## src/rtl/ps2_receiver.sv

```systemverilog
// PS/2 device-to-host receiver: syncs raw pins, validates 11-bit frames, queues bytes in a FIFO.
// Latency: byte visible on data/ready 3-4 clk after the stop-bit pin edge; data is combinational from the FIFO head.
// Backpressure: consumer pops via ready/nextdata_n; a good frame arriving at a full FIFO is dropped and flags overflow.
// Optional macro PS2_RX_PARITY_CHECK_EN enables odd-parity checking (default: parity bit ignored).
module ps2_receiver #(
  parameter int FIFO_DEPTH     = 8,
  parameter int TIMEOUT_CYCLES = 50000
) (
  input  logic       clk,
  input  logic       rst,
  input  logic       ps2_clk,
  input  logic       ps2_data,
  output logic [7:0] data,
  output logic       ready,
  input  logic       nextdata_n,
  output logic       overflow,
  output logic       frame_err
);

  localparam int AW = $clog2(FIFO_DEPTH);
  localparam int TW = $clog2(TIMEOUT_CYCLES + 1);
  localparam logic [TW-1:0] TO_LIMIT = TW'(TIMEOUT_CYCLES);
  localparam logic [3:0]    LAST_BIT = 4'd10;

  // Only the bits that feed the validity check are captured; the parity bit
  // is not stored at all when parity checking is disabled.
`ifdef PS2_RX_PARITY_CHECK_EN
  localparam int FW = 10;
`else
  localparam int FW = 9;
`endif
  localparam logic [3:0] FW_BITS = 4'(FW);

  // ---------------------------------------------------------------------------
  // Pin synchronizers and falling-edge detect
  // ---------------------------------------------------------------------------
  logic ps2_clk_s1, ps2_clk_s2, ps2_clk_d;
  logic ps2_data_s1, ps2_data_s2;
  logic fall;

  // Two-flop synchronizers plus a history flop on clock; reset to idle-high so
  // releasing reset never manufactures a falling edge.
  always_ff @(posedge clk or posedge rst) begin
    if (rst) begin
      ps2_clk_s1  <= 1'b1;
      ps2_clk_s2  <= 1'b1;
      ps2_clk_d   <= 1'b1;
      ps2_data_s1 <= 1'b1;
      ps2_data_s2 <= 1'b1;
    end else begin
      ps2_clk_s1  <= ps2_clk;
      ps2_clk_s2  <= ps2_clk_s1;
      ps2_clk_d   <= ps2_clk_s2;
      ps2_data_s1 <= ps2_data;
      ps2_data_s2 <= ps2_data_s1;
    end
  end

  assign fall = ps2_clk_d & ~ps2_clk_s2;

  // ---------------------------------------------------------------------------
  // Receive FSM
  // ---------------------------------------------------------------------------
  typedef enum logic {
    ST_IDLE,
    ST_RECV
  } state_t;

  state_t          state;
  logic [3:0]      bit_cnt;
  logic [FW-1:0]   frame;
  logic [TW-1:0]   to_cnt;

  logic            frame_done;
  logic            start_ok;
  logic            stop_ok;
  logic            parity_ok;
  logic            frame_good;
  logic            push_vld;
  logic [7:0]      push_dat;

  // The stop bit is judged live from the synced pin on its own falling edge,
  // so the push lands on the same edge that completes the frame.
  assign frame_done = fall && (state == ST_RECV) && (bit_cnt == LAST_BIT);
  assign start_ok   = ~frame[0];
  assign stop_ok    = ps2_data_s2;
`ifdef PS2_RX_PARITY_CHECK_EN
  // Odd parity: data bits plus parity bit carry an odd number of ones.
  assign parity_ok  = ^frame[9:1];
`else
  assign parity_ok  = 1'b1;
`endif
  assign frame_good = start_ok & stop_ok & parity_ok;
  assign push_vld   = frame_done & frame_good;
  assign push_dat   = frame[8:1];

  // Bit collection, frame completion and inactivity timeout; frame_err is a
  // registered one-cycle pulse for completed frames that fail validation.
  always_ff @(posedge clk or posedge rst) begin
    if (rst) begin
      state     <= ST_IDLE;
      bit_cnt   <= 4'd0;
      frame     <= '0;
      to_cnt    <= '0;
      frame_err <= 1'b0;
    end else begin
      frame_err <= 1'b0;
      case (state)
        ST_IDLE: begin
          to_cnt <= '0;
          if (fall) begin
            frame[0] <= ps2_data_s2;
            bit_cnt  <= 4'd1;
            state    <= ST_RECV;
          end
        end
        ST_RECV: begin
          if (fall) begin
            to_cnt <= '0;
            if (bit_cnt == LAST_BIT) begin
              bit_cnt   <= 4'd0;
              state     <= ST_IDLE;
              frame_err <= ~frame_good;
            end else begin
              if (bit_cnt < FW_BITS) begin
                frame[bit_cnt] <= ps2_data_s2;
              end
              bit_cnt <= bit_cnt + 4'd1;
            end
          end else if (to_cnt == TO_LIMIT) begin
            // Device went quiet mid-frame: drop the partial frame silently.
            bit_cnt <= 4'd0;
            to_cnt  <= '0;
            state   <= ST_IDLE;
          end else begin
            to_cnt <= to_cnt + 1'b1;
          end
        end
        default: begin
          state   <= ST_IDLE;
          bit_cnt <= 4'd0;
          to_cnt  <= '0;
        end
      endcase
    end
  end

  // ---------------------------------------------------------------------------
  // Byte FIFO
  // ---------------------------------------------------------------------------
  logic [7:0]  mem [FIFO_DEPTH];
  logic [AW:0] wr_ptr, rd_ptr;
  logic        empty, full, pop, push_ok;

  assign empty   = (wr_ptr == rd_ptr);
  assign full    = (wr_ptr[AW] != rd_ptr[AW]) && (wr_ptr[AW-1:0] == rd_ptr[AW-1:0]);
  assign pop     = ready & ~nextdata_n;
  // A pop in the same cycle frees the head slot, so a full FIFO still accepts.
  assign push_ok = push_vld & (~full | pop);

  // Storage has no reset; emptiness is tracked purely by the pointers.
  always_ff @(posedge clk) begin
    if (push_ok) begin
      mem[wr_ptr[AW-1:0]] <= push_dat;
    end
  end

  // Pointer advance and sticky overflow, which clears on the next pop.
  always_ff @(posedge clk or posedge rst) begin
    if (rst) begin
      wr_ptr   <= '0;
      rd_ptr   <= '0;
      overflow <= 1'b0;
    end else begin
      if (push_ok) begin
        wr_ptr <= wr_ptr + 1'b1;
      end
      if (pop) begin
        rd_ptr <= rd_ptr + 1'b1;
      end
      if (pop) begin
        overflow <= 1'b0;
      end else if (push_vld && full) begin
        overflow <= 1'b1;
      end
    end
  end

  assign ready = ~empty;
  // Head is shown only while valid so data reads 0 whenever the FIFO is empty.
  assign data  = ready ? mem[rd_ptr[AW-1:0]] : 8'h00;

endmodule

```

## config.mk

```make
export PLATFORM = sky130hd
export DESIGN_NAME = ps2_receiver
export DESIGN_NICKNAME = d
export VERILOG_FILES = /design/src/rtl/ps2_receiver.sv
export SDC_FILE = /design/constraint.sdc
export NUM_CORES = 1
export LEC_CHECK = 0
export CORE_ASPECT_RATIO = 2
export CORE_MARGIN = 2
export CORE_UTILIZATION = 45
export DETAILED_ROUTE_END_ITERATION = 12
export SETUP_SLACK_MARGIN = 0.05
export SKIP_CTS_REPAIR_TIMING = 1
export SLEW_MARGIN = 20
export SYNTH_ARGS = -nofsm -noshare
export SYNTH_HDL_FRONTEND = slang
export SYNTH_SLANG_ARGS = --single-unit
```

## constraint.sdc

```tcl
create_clock -name clk -period 2.75 [get_ports clk]
set_input_delay 0.55 -clock clk [delete_from_list [all_inputs] [get_ports clk]]
set_output_delay 0.55 -clock clk [all_outputs]
set_load 0.01 [all_outputs]
```

==> run metrics <==
most common cell after layout, fill and taps aside edfxtp_1; pin count of the biggest net entering global routing 20; initial cell density of the core 0.461; sequential share of the synthesized area 0.652; hpwl dp 6.14 mm; actual slew at the worst max-slew pin 0.630 ns; crit path cell chain xor2_1 -> or3_4 -> nor2_4 -> buf_6 -> nor2_1 -> clkdlybuf4s50_1; first-pass GRT wire length 14.0 mm; Setup violations, final 0; top cells by area, synth edfxtp_1 41%, dfrtp_1 21%, mux4_2 7.7%; Post-Place Cells 473; normalized max-slew margin 0.579; achievable frequency 376 MHz; #FFs+latches synth 109; Max-Cap Viols 0; Placed Instance Area 5090 um2; layout cells sized above 1 0.251; Die Y 148 um; initial antenna violation count 0; first-pass iteration count of the detailed router 4; # rows 52; Mapped Avg Cell Area 14.8 um2; Area Overhead vs Synth 18.1%; Syn Inst Count 317; Nets 371; post-route insts no fill 502; clk root buf clkbuf_16; RR Startpoint ps2_data_s2; DIE WIDTH 76.1 um; port buffer count 15; 1st-iter DRT viols 172; CP endpoint kind output pin; RSZ-0062 raised after global routing true; most frequent cells in the layout 64 x edfxtp_1, 39 x dfrtp_1, 30 x buf_4; number of global-route vias before repair 2,651; total I/O pin count 16; n_diodes 0; top_reg_cell synth edfxtp_1; CTS tree yes; critical path data required time 2.20 ns; grt ovf 0; total CTS buffers 9; clock latency on the worst-skew pair 0.34 ns; Worst VDD drop 0.000318 V; DR DRC count 0; async set or reset register ratio after synthesis 0.413; Slowest-stage cell, CP clkdlybuf4s50_1; clock buffer depth 2; Final Hold Violating Endpoints 0; Distinct cells, synth 47; synthesized cell area 4680 um2; Tmin final 2.66 ns; Vias/cell 5.39; crit-path max FO 5; ANT nets after route 0; drt wl/cell 18.2 um; final worst-path cycle share 0.966; Setup Slack @ Placement 0.256 ns; clock slew at reported path FFs 0.07 ns; Synth area leader edfxtp_1; Crit path buffers/inverters 2; overall die area 11,300 um2; worst hold path type register to register; Leak 2.12 nW; Total Routed Length 9.12 mm; All-Layer GR Usage 0.165; status completed; Power Total 5.16 mW; Layout Utilization 0.545; worst hold path startpoint ps2_data_s1; H-tree Lvls 3; Slew Viols, Final 0; min setup slack post-route 0.0928 ns; CP startpoint kind register; core area 10,100 um2; GP Congestion 0.822; pwr/cell area 933 nW/um2; Worst EP arrival 2.11 ns; Setup CP Type register to output pin; EDFF count, synth 64; syn nets 326; via count 2,707; post-route cell area 5530 um2; Synth top area share 0.410; Clock Skew 0.00765 ns; Crit path max-delay family buffers and inverters; Clock Sinks 109; critical path launch point rd_ptr[0]; synth warn 0; Crit path largest cell delay 0.48 ns
-- synth_stat cells, drive strengths merged, types with 6 or more instances --
master / number
a21oi: 8
buf: 8
clkbuf: 7
dfrtp: 40
edfxtp: 64
inv: 14
mux2: 11
mux2i: 8
mux4: 16
nand2: 11
nand3: 9
nand4: 6
nor2: 28
nor3: 6
nor4: 8
xnor2: 11
xor2: 10
-- metrics by stage --
stage	TNS [ns]	hold slack, ns
floorplan	0	0.345
global placement	0	0.346
detailed placement	0	0.347
CTS	-0.956	0.357
global route	0	0.361
finish	0	0.356
-- worst reg2reg max path, delay by kind of cell (launching register included) --
family,cells,cell delay [ns]
flip-flops,1,0.61
AO/OA/AOI/OAI,1,0.19
buffers and inverters,1,0.25
AND/OR/NAND/NOR,3,0.74
-- cell type report --
cell class | count | area (um2)
fillers | 894 | 4620
flip-flops and latches | 109 | 3060
multi-input cells | 179 | 1510
repair buffers | 49 | 447
clock buffers | 9 | 225
well taps | 135 | 169
clock inverters | 7 | 75.1
inverters | 14 | 52.6
-- sequential cells by signal, indices dropped and copies added (netlist names) --
| register | count |
|---|---|
| bit_cnt | 4 |
| frame | 9 |
| frame_err | 1 |
| mem | 64 |
| overflow | 1 |
| ps2_clk_d | 1 |
| ps2_clk_s1 | 1 |
| ps2_clk_s2 | 1 |
| ps2_data_s1 | 1 |
| ps2_data_s2 | 1 |
| rd_ptr | 4 |
| state | 1 |
| to_cnt | 16 |
| wr_ptr | 4 |
-- metal layers --
layer	track usage	share of wire
met1	0.168	0.36
met2	0.326	0.60
met3	0.0322	0.020
met4	0.0636	0.020
met5	0	0
-- final timing paths --
path	to	slack [ns]	cells after the start
worst min-delay path	ps2_data_s2	0.36	0
worst max register to register	mem[2][1]	0.65	5
max in group asynchronous	ps2_data_s2	1.68	3
worst min register to register	ps2_data_s2	0.36	0
worst max-delay path	data[3]	0.09	6
min in group asynchronous	wr_ptr[2]	0.46	2
-- logic make-up (layout without fill, tap and decap cells) --
family | Yosys count | in the layout | share of synthesized area
adder cells (fa/ha/maj) | 4 | 4 | 0.0107
AO/OA/AOI/OAI | 23 | 23 | 0.0323
buffers and inverters | 29 | 79 | 0.0291
multiplexers | 35 | 35 | 0.121
flip-flops | 109 | 109 | 0.652
AND/OR/NAND/NOR | 96 | 96 | 0.115
XOR/XNOR | 21 | 21 | 0.0393
-- where the power goes --
| group | switching [mW] | internal (mW) | total [mW] |
|---|---|---|---|
| Combinational | 0.726 | 0.884 | 1.61 |
| Clock | 0.580 | 0.711 | 1.29 |
| Sequential | 0.234 | 2.03 | 2.26 |
| Total | 1.54 | 3.62 | 5.16 |
No activity file was read; power rests on OpenSTA's default activity.
